`config.mk`:
```
export PLATFORM = sky130hd
export DESIGN_NAME = issue_ctrl
export DESIGN_NICKNAME = d
export VERILOG_FILES = /design/src/rtl/issue_ctrl.sv
export SDC_FILE = /design/constraint.sdc
export NUM_CORES = 1
export LEC_CHECK = 0
export CORE_ASPECT_RATIO = 1.75
export CORE_UTILIZATION = 30
export CTS_CLUSTER_DIAMETER = 30
export DETAILED_ROUTE_END_ITERATION = 16
export GPL_ROUTABILITY_DRIVEN = 0
export MAX_ROUTING_LAYER = met4
export PLACE_DENSITY_LB_ADDON = 0.25
export SYNTH_ARGS = -nofsm -noshare
export SYNTH_HDL_FRONTEND = slang
export SYNTH_SLANG_ARGS = --single-unit
export TNS_END_PERCENT = 5
```
`constraint.sdc`:
```
create_clock -name clk_i -period 4 [get_ports clk_i]
set_input_delay 0.8 -clock clk_i [delete_from_list [all_inputs] [get_ports clk_i]]
set_output_delay 0.8 -clock clk_i [all_outputs]
set_load 0.05 [all_outputs]
```
`src/rtl/issue_ctrl.sv`:
```
// rtl/issue_ctrl.sv - in-order issue controller with register busy scoreboard
module issue_ctrl #(
    parameter int MUL_LAT = 3,
    parameter int DIV_LAT = 8
) (
    input  logic        clk_i,
    input  logic        rst_i,
    input  logic [31:0] instr_i,
    input  logic        instr_valid_i,
    output logic        instr_ready_o,
    output logic        issue_valid_o,
    output logic [31:0] issue_instr_o,
    output logic [1:0]  unit_sel_o,
    output logic        wb_en_o,
    output logic [4:0]  wb_rd_o,
    input  logic        mem_done_i,
    input  logic        branch_done_i,
    output logic [31:0] busy_o
);

    localparam logic [3:0] OP_ADD  = 4'd0;
    localparam logic [3:0] OP_SUB  = 4'd1;
    localparam logic [3:0] OP_AND  = 4'd2;
    localparam logic [3:0] OP_OR   = 4'd3;
    localparam logic [3:0] OP_XOR  = 4'd4;
    localparam logic [3:0] OP_ADDI = 4'd5;
    localparam logic [3:0] OP_MUL  = 4'd6;
    localparam logic [3:0] OP_DIV  = 4'd7;
    localparam logic [3:0] OP_LW   = 4'd8;
    localparam logic [3:0] OP_SW   = 4'd9;
    localparam logic [3:0] OP_BEQ  = 4'd10;
    localparam logic [3:0] OP_BGT  = 4'd11;
    localparam logic [3:0] OP_BGE  = 4'd12;

    localparam logic [1:0] SEL_ALU    = 2'd0;
    localparam logic [1:0] SEL_MULDIV = 2'd1;
    localparam logic [1:0] SEL_MEM    = 2'd2;
    localparam logic [1:0] SEL_BRANCH = 2'd3;

    localparam int MAX_LAT = (MUL_LAT > DIV_LAT) ? MUL_LAT : DIV_LAT;
    localparam int CW      = $clog2(MAX_LAT + 1);

    typedef enum logic {
        RUN     = 1'b0,
        BR_WAIT = 1'b1
    } state_t;

    state_t        state_q;
    logic [31:0]   busy_q;
    logic [31:0]   busy_nxt;
    logic [CW-1:0] cnt_q;
    logic [4:0]    md_rd_q;
    logic          mem_out_q;
    logic          mem_lw_q;
    logic [4:0]    mem_rd_q;

    logic [3:0] op;
    logic [4:0] ra;
    logic [4:0] rb;
    logic [4:0] rd;
    logic       use_ra;
    logic       use_rb;
    logic       dst_en;
    logic [4:0] dst;
    logic       dst_tracked;
    logic [1:0] cls;
    logic       is_md;
    logic       is_div;
    logic       is_mem;
    logic       is_lw;
    logic       is_br;
    logic       hazard;
    logic       md_busy;
    logic       ready;
    logic       hs;

    assign op = instr_i[3:0];
    assign rd = instr_i[8:4];
    assign rb = instr_i[13:9];
    assign ra = instr_i[18:14];

    always_comb begin
        use_ra = 1'b0;
        use_rb = 1'b0;
        dst_en = 1'b0;
        dst    = rd;
        cls    = SEL_ALU;
        is_md  = 1'b0;
        is_div = 1'b0;
        is_mem = 1'b0;
        is_lw  = 1'b0;
        is_br  = 1'b0;
        case (op)
            OP_ADD, OP_SUB, OP_AND, OP_OR, OP_XOR: begin
                use_ra = 1'b1;
                use_rb = 1'b1;
                dst_en = 1'b1;
            end
            OP_ADDI: begin
                use_ra = 1'b1;
                dst_en = 1'b1;
            end
            OP_MUL, OP_DIV: begin
                use_ra = 1'b1;
                use_rb = 1'b1;
                dst_en = 1'b1;
                cls    = SEL_MULDIV;
                is_md  = 1'b1;
                is_div = (op == OP_DIV);
            end
            OP_LW: begin
                use_ra = 1'b1;
                dst_en = 1'b1;
                dst    = rb;
                cls    = SEL_MEM;
                is_mem = 1'b1;
                is_lw  = 1'b1;
            end
            OP_SW: begin
                use_ra = 1'b1;
                use_rb = 1'b1;
                cls    = SEL_MEM;
                is_mem = 1'b1;
            end
            OP_BEQ, OP_BGT, OP_BGE: begin
                use_ra = 1'b1;
                use_rb = 1'b1;
                cls    = SEL_BRANCH;
                is_br  = 1'b1;
            end
            default: begin
            end
        endcase
    end

    // busy_q[0] is never set, so r0 can never produce a hazard here
    assign hazard = (use_ra && busy_q[ra]) ||
                    (use_rb && busy_q[rb]) ||
                    (dst_en && busy_q[dst]);

    assign md_busy = (cnt_q != '0);

    assign ready = rst_i && (state_q == RUN) && !hazard &&
                   !(is_md && md_busy) && !(is_mem && mem_out_q);

    assign hs            = instr_valid_i && ready;
    assign instr_ready_o = ready;
    assign busy_o        = busy_q;

    // ALU results forward, so only MUL/DIV and LW destinations are tracked
    assign dst_tracked = dst_en && (is_md || is_lw) && (dst != 5'd0);

    always_comb begin
        busy_nxt = busy_q;
        if (cnt_q == CW'(1)) begin
            busy_nxt[md_rd_q] = 1'b0;
        end
        if (mem_done_i && mem_out_q && mem_lw_q) begin
            busy_nxt[mem_rd_q] = 1'b0;
        end
        if (hs && dst_tracked) begin
            busy_nxt[dst] = 1'b1;
        end
        busy_nxt[0] = 1'b0;
    end

    always_ff @(posedge clk_i) begin
        if (!rst_i) begin
            state_q       <= RUN;
            busy_q        <= '0;
            cnt_q         <= '0;
            md_rd_q       <= '0;
            mem_out_q     <= 1'b0;
            mem_lw_q      <= 1'b0;
            mem_rd_q      <= '0;
            issue_valid_o <= 1'b0;
            issue_instr_o <= '0;
            unit_sel_o    <= '0;
            wb_en_o       <= 1'b0;
            wb_rd_o       <= '0;
        end else begin
            busy_q        <= busy_nxt;
            issue_valid_o <= hs;
            if (hs) begin
                issue_instr_o <= instr_i;
                unit_sel_o    <= cls;
            end

            // Strobe one cycle before the count expires so wb_en_o lands on t+LAT
            wb_en_o <= (cnt_q == CW'(2));
            if (cnt_q == CW'(2)) begin
                wb_rd_o <= md_rd_q;
            end

            if (hs && is_md) begin
                cnt_q   <= is_div ? CW'(DIV_LAT) : CW'(MUL_LAT);
                md_rd_q <= dst;
            end else if (md_busy) begin
                cnt_q <= cnt_q - CW'(1);
            end

            if (hs && is_mem) begin
                mem_out_q <= 1'b1;
                mem_lw_q  <= is_lw;
                mem_rd_q  <= dst;
            end else if (mem_done_i && mem_out_q) begin
                mem_out_q <= 1'b0;
                mem_lw_q  <= 1'b0;
            end

            case (state_q)
                RUN: begin
                    if (hs && is_br) begin
                        state_q <= BR_WAIT;
                    end
                end
                BR_WAIT: begin
                    if (branch_done_i) begin
                        state_q <= RUN;
                    end
                end
                default: state_q <= RUN;
            endcase
        end
    end

endmodule

```
**Yosys cells after proc, flatten, opt, wreduce, memory -nomap -nowiden**

Cells that the tools add are included.

- Add/subtract/negate cells: 1
- $lt $le $gt $ge: 8
- Eq/ne operators: 14
- Multiplexer cells: 34
- Bitwise gates (word level): 6
- Reductions and logical operators: 38

Operator list:

| operator | number |
|---|---|
| 32-bit two-way mux | 3 |
| 32-bit AND | 2 |
| 32-bit inverter | 2 |
| 32-bit bitwise OR | 1 |
| 5-bit by 6-bit < comparator with 1-bit output, second input constant | 5 |
| 1-bit logical AND | 21 |
| 4-bit equality test, second input constant | 5 |
| 1-bit two-way mux | 19 |
| 4-bit by 3-bit equality test with 1-bit output, second input constant | 4 |
| 1-bit binary-select mux with 5-bit select | 3 |
| 1-bit demux with 5-bit select | 3 |
| 5-bit by 1-bit greater-or-equal comparator with 1-bit output, second input constant | 3 |
| 13-bit OR reduction | 1 |
| 4-bit by 2-bit equality test with 1-bit output, second input constant | 3 |
| 4-bit two-way mux | 3 |
| 11-bit OR reduction | 1 |
| 9-bit OR reduction | 1 |
| 4-bit by 1-bit equality test with 1-bit output, second input constant | 2 |
| 2-bit case mux with 3 select lines | 1 |
| 5-bit two-way mux | 1 |
| 5-bit nonzero test | 1 |
| 4-bit zero test | 1 |
| 2-bit nonzero test | 2 |
| 4-bit nonzero test | 1 |
| other kinds (7) | 12 |

- Register bits after elaboration: 90
- Input bits: 37
- Output and inout port bits: 74
- Logic and storage cells: 114

**Logic depth before layout (Yosys ltp)**

Gate-level depths: netlist of run 1.

- Word-level depth: 14
- Gate-level depth with buffers: 13
- Depth with buffers taken out: 10

**Least setup slack after synthesis of run 1**

OpenSTA, ideal clock, no wires.

- Kind: in2out
- Start: input instr_i[0]
- End: output instr_ready_o
- Data arrival time: 3.348 ns
- Data required time: 3.200 ns
- Slack: -0.148 ns
- Stages: 9
- Buffers on the path: 2
- Cells stage by stage: buf_2 -> or4b_1 -> buf_4 -> mux2i_4 -> mux2_2 -> o32ai_1 -> a311o_1 -> nor4_1 -> nor2_1

- Word-level cells in the longest chain between the ends: 10
- Elaborated cells on any way between the ends: 39
- Classes of those cells: eq/ne (12); mux (8); reduce/logical (19)

RTL lines:

| element | line | text |
|---|---|---|
| from (decl) | 8 | `input logic [31:0] instr_i,` |
| 4-bit equality test, or another cell as far along | 93 | `case (op)` |
| 5-bit two-way mux, or another cell as far along | 93 |  |
| 1-bit binary-select mux with 5-bit select / 1-bit two-way mux (equally long branches) | 139, 93 |  |
| 1-bit two-way mux (not written as such), or another cell as far along | 139 | `(dst_en && busy_q[dst]);` |
| 1-bit logical AND / 1-bit logical OR (equally long branches) | 139, 137 |  |
| 1-bit logical OR | 138 | `(use_rb && busy_q[rb]) \|\|` |
| 1-bit zero test | 143 | `assign ready = rst_i && (state_q == RUN) && !hazard &&` |
| 1-bit logical AND (2 in series) | 143 |  |
| 1-bit logical AND * | 144 | `!(is_md && md_busy) && !(is_mem && mem_out_q);` |
| to (decl) | 10 | `output logic instr_ready_o,` |

Every way passes the cells marked *; elsewhere a longest branch is shown, timed or not. The select of a mux whose other input is x is not followed.

**Worst setup path after layout of run 1**

- Start: input instr_i[2]
- End: output instr_ready_o

Same word-level chain as after synthesis.

==> summary.md, run 1 <==
| Metric | Value |
|---|---|
| Result of the run | `finished, final reports clean` |
| R2R Setup Slk | `0.99 ns` |
| Asr flop ratio synth | `0` |
| Die ar. | `17,800 um^2` |
| Post-Route Setup TNS | `0 ns` |
| #FFs+latches synth | `89` |
| Filler cell count | `1,689` |
| Setup CP Type | `input pin to primary output` |
| Nets | `788` |
| Fmax | `254 MHz` |
| Synth cell types | `71` |
| Largest area contributor in the netlist | `dfxtp_1` |
| # H-tree levels | `3` |
| Skew-Pair Late Insertion Delay | `0.36 ns` |
| Total global routing overflow | `0` |
| Hold-fix buffers at CTS | `0` |
| DR vias/cell | `5.59` |
| Worst setup EP type | `primary output` |
| Post-synth top area share | `0.345` |
| Number of buffers added on ports | `109` |
| Yosys warning total | `0` |
| Total number of vias | `5,479` |
| Crit Path Max Fanout | `6` |
| Final WS setup | `0.0588 ns` |
| Fraction of layout cells with a size suffix above 1 | `0.191` |
| Die width | `101 um` |
| R2R depth | `9` |
| Die height | `176 um` |
| Largest net degree at the start of global routing | `50` |
| Number of remaining DRC errors | `0` |
| CTS Buf Count | `9` |
| Num ports | `111` |
| Worst hold path type | `flip-flop to flip-flop` |
| Mapped Avg Cell Area | `8.45 um^2` |
| Critical path arrival | `3.14 ns` |
| Final hold vios | `0` |
| Post-synth EDFFs | `0` |
| FP Rows | `63` |
| Pwr/cell area | `327 nW/um^2` |
| Clock Tree Root | `clkbuf_16` |
| Hpwl dp | `14,900 um` |
| Register area share after synthesis | `0.345` |
| Drt pass-1 iters | `5` |
| Worst slew pin tran | `0.796 ns` |
| Relative slew slack | `0.469` |
| Routed Antenna Nets | `0` |
| Number of global-route vias before repair | `5,500` |
| Initial antenna violation count | `0` |
| Sink Count | `89` |
| Tmin final | `3.94 ns` |
| Crit path from | `instr_i[2]` |
| Number of diodes | `0` |
| Worst-path clk slew | `0.07 ns` |
| P&R area growth vs syn | `42.1%` |
| PnR Total Power | `2.40 mW` |
| Max-slew violations | `0` |
| Setup violations, final | `0` |
| Multi-input gate area | `3230 um^2` |
| Hold_sp | `issue_instr_o[17]$_SDFFE_PN0N_` |
| Dpl ws | `-0.513 ns` |
| Worst hold path depth | `2` |
| Post-Syn Area | `5160 um^2` |
| Post-Syn Instances | `611` |
| Post-Route WL | `19,700 um` |
| R2r startpoint | `cnt_q[2]$_SDFFE_PN0P_` |
| Startpoint Class | `input pin` |
| FF/Latch Area | `1780 um^2` |
| Critical path required time | `3.20 ns` |
| Max Cap Viol | `0` |
| Final period utilization | `0.985` |
| Wire per inst | `20.1 um` |
| CTS tree | `built` |
| First-pass GRT wire length | `30,000 um` |
| Clock skew | `0.0111 ns` |
| Net Count, Synth | `651` |
| Iteration-0 DRC Markers | `464` |
| Most used DFF post-synth | `dfxtp_1` |
| Top post-synthesis cells by area | `dfxtp_1 (35%), mux2i_1 (8.1%), nand2_1 (8.0%)` |
| Clock Tree Buf Depth | `2` |
| Starting Density | `0.306` |
| Total track usage | `0.232` |
| Fin util | `0.435` |
| Pleak | `2.63 nW` |
| Core Box Area | `16,900 um^2` |
| Worst VDD drop | `0.000207 V` |
## Yosys cell counts, types with 7 or more instances
library cell  instances
o21ai_1               8
nor4_1                7
mux2_2               11
nor2_1               36
o21ai_0              11
o221ai_1              7
o2111ai_1            13
inv_1                11
or3_1                10
dfxtp_1              89
nand3_1              23
mux2i_1              42
mux4_2               13
clkbuf_1             36
nor3b_1               7
a21oi_1              35
nor2b_1               7
o31ai_1               8
nand2_1             110
nand2b_1             14
o22ai_1              10
nand4_1               7
## per-layer routing
metal,wire (um),part of all wire,global-route usage,vias to the layer above
met5,0,0,-,-
met4,1230,0.063,0.142,0
met3,1230,0.063,0.0505,96
met2,10300,0.52,0.403,265
met1,6910,0.35,0.233,2621
li1,-,-,-,2497
## report_power, final
| group | switching [mW] | internal, mW |
|---|---|---|
| combinational | 0.348 | 0.250 |
| sequential | 0.0273 | 0.924 |
| clock | 0.412 | 0.434 |
## layout by cell type (no fill, tap or decap), types with 11 or more instances in the layout
master,netlist,routed
dfxtp_1,89,89
mux4_2,13,13
o2111ai_1,13,13
buf_4,6,61
nand2b_1,14,13
mux2i_1,42,40
clkdlybuf4s50_1,0,104
nand3_1,23,23
o21ai_0,11,11
nand2_1,110,110
nor2_1,36,35
inv_1,11,11
a21oi_1,35,34
## flip-flops by register name (all words and copies together), names as in the netlist, 2 cells and up
register       count
issue_instr_o     32
busy_o            31
md_rd_q            5
mem_rd_q           5
wb_rd_o            5
cnt_q              4
unit_sel_o         2
## kinds of logic after synthesis
group	Yosys count	share of synthesized area
and+or+nand+nor	258	0.249
AOI/OAI and AO/OA	126	0.169
DFF	89	0.345
muxes	68	0.169
buffers and inverters	65	0.0574
adders and majority gates	3	0.00727
other	1	0.000726
xor gates and xnor gates	1	0.00170
## worst max-delay path: stages
cell	delay (ns)
clkdlybuf4s15_1	0.19
or4b_4	0.57
buf_8	0.18
mux2_4	0.34
mux2i_1	0.14
a311o_1	0.39
nor4_4	0.27
nor2_2	0.09
buf_12	0.15
## area by class of cell
cell class              count  share of cell area
flip-flops and latches     89               0.243
well taps                 227              0.0387
repair buffers            179               0.233
multi-input cells         457               0.441
clock inverters             7             0.00802
clock buffers               9              0.0307
inverters                  12             0.00614
## final timing paths
check / end
worst min register to register: issue_instr_o[17]$_SDFFE_PN0N_
worst min-delay path: issue_instr_o[17]$_SDFFE_PN0N_
worst max register to register: busy_o[31]$_SDFF_PN0_
worst max-delay path: instr_ready_o
## timing repair
action	in CTS	in global routing
buffers inserted	6	5
resized for setup	25	13
endpoints found under the setup margin	24	1
pin swaps	7	5
## through the flow
step	hold WS, ns	std cells	area [um^2]
after global routing	0.475	980	7330
final	0.455	980	7330
after CTS	0.458	975	7240
after global placement	0.442	954	6820
after detailed placement	0.448	954	6820
after floorplan	0.461	611	5160
Power figures use the tool's default switching activity.
==> run 2: changes to the inputs <==
--- a/config.mk
+++ b/config.mk
@@ -6,6 +6,7 @@
 export NUM_CORES = 1
 export LEC_CHECK = 0
 export CORE_ASPECT_RATIO = 1.75
+export CORE_MARGIN = 2
 export CORE_UTILIZATION = 30
 export CTS_CLUSTER_DIAMETER = 30
 export DETAILED_ROUTE_END_ITERATION = 16
==> run 2 against run 1 <==
Setup slack got worse by 0.022 ns. Largest cell class unchanged. Sequential cell count did not move. Register-to-register slack got worse by 0.13 ns. Clock-buffer cell count did not move. Wire length rose by 1.0%. Die area rose by 3.1%. Global-route usage fell by 1.1 points. Clock skew barely moved.
==> summary.md, run 2 (same netlist as run 1, synthesis figures left out) <==
| Metric | Value |
|---|---|
| Result of the run | `finished, final reports clean` |
| Relative slew slack | `0.566` |
| Post-Route WL | `19,900 um` |
| Skew-Pair Late Insertion Delay | `0.36 ns` |
| Total track usage | `0.221` |
| Clock skew | `0.0109 ns` |
| Hold-fix buffers at CTS | `0` |
| PnR Total Power | `2.43 mW` |
| Nets | `791` |
| Final Instance Area | `7440 um^2` |
| Number of remaining DRC errors | `0` |
| Largest register FFs | `32` |
| Num ports | `111` |
| Area after DPL | `6880 um^2` |
| Fraction of layout cells with a size suffix above 1 | `0.205` |
| Startpoint Class | `input pin` |
| Worst-path clk slew | `0.07 ns` |
| CTS Buf Count | `9` |
| Total global routing overflow | `0` |
| Number of buffers added on ports | `109` |
| Setup CP Type | `input pin to primary output` |
| Wire per inst | `20.2 um` |
| Core Box Area | `16,900 um^2` |
| Clock Tree Root | `clkbuf_16` |
| Fmax | `252 MHz` |
| Sink Count | `89` |
| Hpwl dp | `15,100 um` |
| CTS tree | `built` |
| Largest net degree at the start of global routing | `50` |
| Setup violations, final | `0` |
| Final hold vios | `0` |
| Total number of vias | `5,505` |
| Number of global-route vias before repair | `5,473` |
| Clock Tree Buf Depth | `2` |
| Critical path arrival | `3.16 ns` |
| Drt pass-1 iters | `5` |
| Pwr/cell area | `327 nW/um^2` |
| Number of diodes | `0` |
| Die width | `103 um` |
| Die ar. | `18,300 um^2` |
| Pleak | `2.68 nW` |
| Worst slew pin tran | `0.651 ns` |
| Die height | `178 um` |
| First-pass GRT wire length | `29,900 um` |
| Dpl ws | `-0.497 ns` |
| Crit Path Max Fanout | `6` |
| Max Cap Viol | `0` |
| Worst VDD drop | `0.000177 V` |
| Final WS setup | `0.0371 ns` |
| Starting Density | `0.306` |
| Initial antenna violation count | `0` |
| Largest reg by FF count | `issue_instr_o` |
| Max-slew violations | `0` |
| FP Rows | `63` |
| Routed Antenna Nets | `0` |
| Post-Route Setup TNS | `0 ns` |
| Tmin final | `3.96 ns` |
| # H-tree levels | `3` |
| Worst hold path type | `flip-flop to flip-flop` |
| Critical path required time | `3.20 ns` |
| Most frequent cells in the layout | `nand2_1 (109), clkdlybuf4s50_1 (102), dfxtp_1 (89)` |
| Iteration-0 DRC Markers | `395` |
| Most common cell after layout, fill and taps aside | `nand2_1` |
| Final period utilization | `0.991` |
| DR vias/cell | `5.60` |
| Worst setup EP type | `primary output` |
| P&R area growth vs syn | `44.0%` |
## run 2: power by group
part | switching, mW | internal (mW)
combinational | 0.360 | 0.258
clock | 0.418 | 0.441
sequential | 0.0281 | 0.924
## run 2: what timing repair did
action	CTS	global route
setup endpoints to repair	22	12
resized for setup	32	30
gates cloned	0	0
pin swaps	4	12
buffers inserted	5	2
## run 2: area by class of cell
cell class / count / area [um^2]
clock buffer: 9 / 225
clock inverter: 7 / 67.6
inverter: 12 / 45.0
fill: 1731 / 9430
tap: 227 / 284
timing repair buffer: 182 / 1740
sequential: 89 / 1780
multi-input combinational: 457 / 3290
## run 2: worst paths after layout
kind,start,end,slack [ns],cells past startpoint
max,instr_i[1],instr_ready_o,0.04,13
max reg2reg,cnt_q[3]$_SDFFE_PN0P_,busy_o[21]$_SDFF_PN0_,0.86,9
min,issue_instr_o[13]$_SDFFE_PN0N_,issue_instr_o[13]$_SDFFE_PN0N_,0.46,2
min reg2reg,issue_instr_o[13]$_SDFFE_PN0N_,issue_instr_o[13]$_SDFFE_PN0N_,0.46,2
## run 2: worst max-delay path, stage by stage
cell and delay [ns]:
buf_6 0.09, or4b_4 0.63, buf_6 0.18, mux2_4 0.36, buf_6 0.14, buf_4 0.14
nand2_1 0.08, nand3_2 0.09, a31oi_4 0.19, nor4_4 0.07, buf_4 0.14, nor2_4 0.09
buf_12 0.14
## run 2: metrics by stage
step	cells	util	hold WS, ns
2_1_floorplan	611	-	0.461
3_3_place_gp	962	0.408	0.442
3_5_place_dp	962	0.408	0.447
4_1_cts	983	0.431	0.457
5_1_grt	983	0.441	0.478
6_report	983	0.441	0.457
## run 2: routing by layer
layer	track usage	part of all wire	vias up
met5	-	0	-
met4	0.134	0.066	0
met3	0.0339	0.056	89
met2	0.381	0.53	269
met1	0.231	0.35	2639
li1	-	-	2508
